$ cat config.mk
export PLATFORM = sky130hd
export DESIGN_NAME = sr_reg_bank
export DESIGN_NICKNAME = d
export VERILOG_FILES = /design/src/rtl/sr_reg_bank.sv
export SDC_FILE = /design/constraint.sdc
export NUM_CORES = 1
export LEC_CHECK = 0
export BUFFER_PORTS_ARGS = -buffer_cell sky130_fd_sc_hd__clkbuf_2
export CAP_MARGIN = 15
export CORE_MARGIN = 3
export CORE_UTILIZATION = 47
export DETAILED_ROUTE_END_ITERATION = 10
export PLACE_DENSITY = 0.88
export REMOVE_ABC_BUFFERS = 1
export SYNTH_ARGS = -nofsm -noshare
export SYNTH_HDL_FRONTEND = slang
export SYNTH_SLANG_ARGS = --single-unit
$ cat constraint.sdc
create_clock -name clk -period 2.57 [get_ports clk]
set_clock_uncertainty 0.1 [all_clocks]
set_input_delay 0.3855 -clock clk [delete_from_list [all_inputs] [get_ports clk]]
set_output_delay 0.3855 -clock clk [all_outputs]
set_load 0.03 [all_outputs]
$ cat src/rtl/sr_reg_bank.sv
// -----------------------------------------------------------------------------
// sr_reg_bank
//
// Bank of WIDTH independent set/reset storage bits with a run-time selectable
// policy for the s=r=1 case (hold, set-dominant, reset-dominant or toggle).
// Alongside the stored state the bank reports per-bit change pulses, sticky
// per-bit conflict flags and a saturating count of cycles with a conflict.
//
// Parameters:
//   WIDTH   number of storage bits (1..32)
//   CNT_W   width of the conflict-cycle counter (2..16)
//   RST_VAL value loaded into q on reset
//
// Ports:
//   clk            clock, all state changes on the rising edge
//   rst            synchronous active-high reset, overrides everything
//   en             update enable; 0 holds q and records no conflicts
//   mode[1:0]      s=r=1 policy: 00 hold, 01 set, 10 reset, 11 toggle
//   s, r           per-bit set / reset requests
//   clr_flag       per-bit clear of conflict_flag (acts regardless of en)
//   clr_cnt        clear of conflict_cnt (acts regardless of en)
//   q              stored state (registered)
//   q_rise/q_fall  one-cycle pulses marking a 0->1 / 1->0 change of q
//   conflict_flag  sticky per-bit record of an enabled s=r=1 request
//   conflict_any   OR of conflict_flag, registered alongside it
//   conflict_cnt   saturating count of enabled cycles with any conflict
//   cnt_sat        high while conflict_cnt is all-ones
// -----------------------------------------------------------------------------
module sr_reg_bank #(
  parameter int                 WIDTH   = 8,
  parameter int                 CNT_W   = 8,
  parameter logic [WIDTH-1:0]   RST_VAL = {WIDTH{1'b0}}
) (
  input  logic             clk,
  input  logic             rst,
  input  logic             en,
  input  logic [1:0]       mode,
  input  logic [WIDTH-1:0] s,
  input  logic [WIDTH-1:0] r,
  input  logic [WIDTH-1:0] clr_flag,
  input  logic             clr_cnt,
  output logic [WIDTH-1:0] q,
  output logic [WIDTH-1:0] q_rise,
  output logic [WIDTH-1:0] q_fall,
  output logic [WIDTH-1:0] conflict_flag,
  output logic             conflict_any,
  output logic [CNT_W-1:0] conflict_cnt,
  output logic             cnt_sat
);

  typedef enum logic [1:0] {
    MODE_HOLD = 2'b00,
    MODE_SET  = 2'b01,
    MODE_RST  = 2'b10,
    MODE_TOG  = 2'b11
  } conflict_mode_t;

  localparam logic [CNT_W-1:0] CNT_ZERO = {CNT_W{1'b0}};
  localparam logic [CNT_W-1:0] CNT_ONE  = {{(CNT_W-1){1'b0}}, 1'b1};
  localparam logic [CNT_W-1:0] CNT_MAX  = {CNT_W{1'b1}};

  // Next value of one storage bit. Every path returns a defined value, so a
  // toggle from a known state can never produce X.
  function automatic logic f_next_bit(
    input logic           q_cur,
    input logic           s_b,
    input logic           r_b,
    input logic           en_b,
    input conflict_mode_t m
  );
    logic nxt;
    nxt = q_cur;
    if (en_b) begin
      unique case ({s_b, r_b})
        2'b00: nxt = q_cur;
        2'b01: nxt = 1'b0;
        2'b10: nxt = 1'b1;
        2'b11: begin
          unique case (m)
            MODE_HOLD: nxt = q_cur;
            MODE_SET:  nxt = 1'b1;
            MODE_RST:  nxt = 1'b0;
            MODE_TOG:  nxt = ~q_cur;
            default:   nxt = q_cur;
          endcase
        end
        default: nxt = q_cur;
      endcase
    end
    return nxt;
  endfunction

  // State registers
  logic [WIDTH-1:0] r_q;
  logic [WIDTH-1:0] r_q_rise;
  logic [WIDTH-1:0] r_q_fall;
  logic [WIDTH-1:0] r_flag;
  logic             r_any;
  logic [CNT_W-1:0] r_cnt;
  logic             r_sat;

  // Combinational next-state
  conflict_mode_t   w_mode;
  logic [WIDTH-1:0] w_q_next;
  logic [WIDTH-1:0] w_rise_next;
  logic [WIDTH-1:0] w_fall_next;
  logic [WIDTH-1:0] w_conflict;
  logic [WIDTH-1:0] w_flag_next;
  logic             w_inc;
  logic [CNT_W-1:0] w_cnt_next;

  assign w_mode = conflict_mode_t'(mode);

  genvar gi;
  generate
    for (gi = 0; gi < WIDTH; gi++) begin : g_bit
      assign w_q_next[gi]    = f_next_bit(r_q[gi], s[gi], r[gi], en, w_mode);
      assign w_rise_next[gi] = ~r_q[gi] &  w_q_next[gi];
      assign w_fall_next[gi] =  r_q[gi] & ~w_q_next[gi];
      // A conflict is only recorded while the bank is enabled.
      assign w_conflict[gi]  = s[gi] & r[gi] & en;
      // Set wins over clear so a conflict arriving with its own clear is kept.
      assign w_flag_next[gi] = (r_flag[gi] & ~clr_flag[gi]) | w_conflict[gi];
    end
  endgenerate

  assign w_inc = |w_conflict;

  // Counter: a clear still counts a conflict seen in the same cycle, and the
  // increment stops at all-ones instead of wrapping.
  always_comb begin
    w_cnt_next = r_cnt;
    if (clr_cnt) begin
      w_cnt_next = w_inc ? CNT_ONE : CNT_ZERO;
    end else if (w_inc && (r_cnt != CNT_MAX)) begin
      w_cnt_next = r_cnt + CNT_ONE;
    end
  end

  always_ff @(posedge clk) begin
    if (rst) begin
      r_q      <= RST_VAL;
      r_q_rise <= {WIDTH{1'b0}};
      r_q_fall <= {WIDTH{1'b0}};
      r_flag   <= {WIDTH{1'b0}};
      r_any    <= 1'b0;
      r_cnt    <= CNT_ZERO;
      r_sat    <= 1'b0;
    end else begin
      r_q      <= w_q_next;
      r_q_rise <= w_rise_next;
      r_q_fall <= w_fall_next;
      r_flag   <= w_flag_next;
      // Derived from the flag next-state so it lines up with conflict_flag.
      r_any    <= |w_flag_next;
      r_cnt    <= w_cnt_next;
      r_sat    <= (w_cnt_next == CNT_MAX);
    end
  end

  assign q             = r_q;
  assign q_rise        = r_q_rise;
  assign q_fall        = r_q_fall;
  assign conflict_flag = r_flag;
  assign conflict_any  = r_any;
  assign conflict_cnt  = r_cnt;
  assign cnt_sat       = r_sat;

endmodule

==> results.md <==
- Chip height: 67.4 um
- Number of instances resized during post-cts repair: 0
- Met3 global-route usage: 0.0649
- Worst setup slack after layout: 479 ps
- Total placed cells including tap cells: 313
- Maximum count of clock buffers along a single path: 2
- Die outline width: 67.4 um
- Worst-skew pair later-pin latency: 290 ps
- Number of CTS-inserted buffers: 5
- Hold/Removal Path Class: in -> reg
- Met1 global-route usage: 0.222
- Final Hold Vio Count: 0
- R2R Setup Slk: 480 ps
- Measured slew at the worst slew-check pin: 521 ps
- P per Cell Area: 594 nW/um^2
- Site Rows: 21
- Yosys top cell by area: sky130_fd_sc_hd__dfxtp_1
- Post-synth EDFFs: 0
- Half-perimeter wire length after placement: 3.34 mm
- Post-synthesis register bit count: 42
- Number of DRC markers after the initial detailed-route iteration: 152
- Most area-consuming cells after synthesis: sky130_fd_sc_hd__dfxtp_1, sky130_fd_sc_hd__a21oi_1, sky130_fd_sc_hd__nor2_1
- IO Port Bufs: 71
- NumNets Final: 305
- DR WL/cell: 13.6 um
- # Post-CTS Setup Buffers: 0
- Overflow after GRT: 0
- Count of nets left with antenna violations after detail routing: 0
- Kind of critical path: reg -> reg
- DRC: 0
- Length of the first detailed-routing pass in iterations: 4
- Gate count of the mapped netlist: 204
- Core Box Area: 3490 um^2
- Crit path cell chain: ha_1 -> nand4_1 -> or2_2 -> nand3_1 -> o311ai_0 -> and4_1
- Starting utilization of the core area: 0.507
- Critical path launch point type: flop
- Async set or reset register ratio after synthesis: 0
- Number of placed I/O pins: 72
- Top cell type's share of synthesized area: 0.474
- Source of the worst register-to-register timing path: conflict_cnt[0]
- Crit end category: flop
- Run status: completed
- Via count of the first global-routing pass: 1,624
- CTS tree: done
- Largest net degree at the start of global routing: 35
- Sum Neg Setup Slack: 0 ps
- Global-route wire length before repair: 7.04 mm
- Worst hold endpoint: conflict_flag[5]
- Layout overhead on the synthesized area: 27.0%
- Arrival time of data at the critical path endpoint: 2180 ps
- Avg Synthesized Cell Area: 8.69 um^2
- Clock Tree Root: sky130_fd_sc_hd__clkbuf_8
- Achievable clock frequency: 0.478 GHz
- Busiest layer in global routing: met2
- Inserted Diodes: 0
- Leakage component of the power: 1.05 nW
- WHS Path Cells: 4
- Reg2reg path depth: 6
- Clock slew at the register clock pins of the worst setup and hold paths: 80 ps
- Max capacitance violation total: 0
- Ratio of routed vias to standard cells: 5.53
- Highest fanout seen on the critical path: 7
- Hold Path Origin: clr_flag[5]
- Maximum level of the CTS H-tree: 2
- Antenna violations before repair: 0
- Critical path data required time: 2660 ps
- Post-synth top flop: sky130_fd_sc_hd__dfxtp_1
- Fraction of final layout cells with drive strength greater than 1: 0.313
- Minimum clock period: 2090 ps
- # clock sinks: 42
- Die Outline Area: 4550 um^2
- Longest individual stage delay on the worst path: 430 ps
- Area of the mapped netlist: 1770 um^2
- Non-filler cells, final: 321
- Design Power: 1.34 mW
- Slowest library cell on the worst path: sky130_fd_sc_hd__dfxtp_1
- Worst slew margin relative to its limit: 0.649
- Sequential fraction of the synthesis area: 0.474
- Final setup fails: 0
- Via count: 1,775
- Pre-CTS setup slack: 528 ps
- Count of cell types in the netlist: 36
- Warnings, synthesis: 0
- Final Core Density: 0.644
- Unrepaired setup endpoints after global routing: false
- Crit Reg-Reg Endpoint: cnt_sat
- Post-CTS Hold Buffers: 0
- Top cell family by delay on the critical path: simple AND/OR/NAND/NOR gates
- GR Layer Usage met2: 0.361
- Pins over their slew limit: 0
- Max rail drop VDD: 0.000428 V
- Overall routing resource usage: 0.207
- Final critical-path share of the clock period: 0.814
- Buf+Inv Stages, Crit Path: 0
- Global placement routability congestion: 0.877
- Post-detailed-routing wire length: 4.37 mm
==> worst max path at each step <==
stage / start / endpoint / slack [ps] / cells past startpoint
2_1_floorplan: conflict_cnt[0] / cnt_sat / 480 / 6
3_3_place_gp: s[4] / cnt_sat / 560 / 6
3_5_place_dp: conflict_cnt[0] / cnt_sat / 530 / 6
4_1_cts: conflict_cnt[0] / cnt_sat / 510 / 6
5_1_grt: conflict_cnt[0] / cnt_sat / 290 / 6
6_report: conflict_cnt[0] / cnt_sat / 480 / 6
==> synthesized netlist by cell type, types with 3 or more instances <==
cell	n
sky130_fd_sc_hd__dfxtp_1	42
sky130_fd_sc_hd__nor2_1	24
sky130_fd_sc_hd__nand2_1	22
sky130_fd_sc_hd__a21oi_1	19
sky130_fd_sc_hd__nor3_1	11
sky130_fd_sc_hd__inv_1	9
sky130_fd_sc_hd__a32oi_1	8
sky130_fd_sc_hd__and3b_1	8
sky130_fd_sc_hd__nor2b_1	8
sky130_fd_sc_hd__nor4_1	8
sky130_fd_sc_hd__clkbuf_1	6
sky130_fd_sc_hd__a22o_1	4
sky130_fd_sc_hd__nand3_1	4
sky130_fd_sc_hd__nand4_1	3
==> layer usage <==
layer	wire, um	up-vias
li1	-	877
met1	1810	802
met2	2040	82
met3	378	14
met4	140	0
met5	0	-
==> cells by family after synthesis <==
logic type	count (synthesis)	synth area share
and+or+nand+nor	97	0.284
DFF	42	0.474
AOI/OAI and AO/OA	41	0.173
buffers and inverters	19	0.0416
xor gates and xnor gates	3	0.0148
muxes	1	0.00565
adders and majority gates	1	0.00706
==> placed cells by master, fill, tap and decap left out, types with 9 or more instances in the layout <==
cell type and n:
sky130_fd_sc_hd__dfxtp_1 42, sky130_fd_sc_hd__nor2_1 24, sky130_fd_sc_hd__nand2_1 22, sky130_fd_sc_hd__nor3_1 11
sky130_fd_sc_hd__clkbuf_2 71, sky130_fd_sc_hd__a21oi_1 19, sky130_fd_sc_hd__inv_1 9
==> power breakdown <==
part           internal, mW  leakage [nW]  switching (mW)
Clock                 0.217        0.0482           0.216
Combinational        0.0733         0.655           0.138
Sequential            0.675         0.342          0.0176
==> worst reg2reg max path: stages (launching register included) <==
cell	delay (ps)
sky130_fd_sc_hd__dfxtp_1	430
sky130_fd_sc_hd__ha_1	310
sky130_fd_sc_hd__nand4_1	260
sky130_fd_sc_hd__or2_2	400
sky130_fd_sc_hd__nand3_1	150
sky130_fd_sc_hd__o311ai_0	140
sky130_fd_sc_hd__and4_1	200
==> per-stage QoR <==
step / hold slack [ps] / instance area (um^2)
after floorplan: 355 / 1730
after global placement: 393 / 2160
after detailed placement: 396 / 2160
after CTS: 284 / 2250
after global routing: 305 / 2250
final: 291 / 2250
==> registers in the layout, summed over array words and instances (netlist names) <==
register       flops
q_rise             8
cnt_sat            1
q_fall             8
conflict_any       1
q                  8
conflict_flag      8
conflict_cnt       8
==> final cells by class <==
| class | instances | area (um^2) |
|---|---|---|
| Fill cell | 298 | 1240 |
| Multi-Input combinational cell | 143 | 858 |
| Sequential cell | 42 | 841 |
| Timing Repair Buffer | 73 | 370 |
| Clock buffer | 7 | 86.3 |
| Tap cell | 46 | 57.6 |
| Inverter | 9 | 33.8 |
| Clock inverter | 1 | 5.00 |
Note: power is estimated with default switching activity, not from simulation.
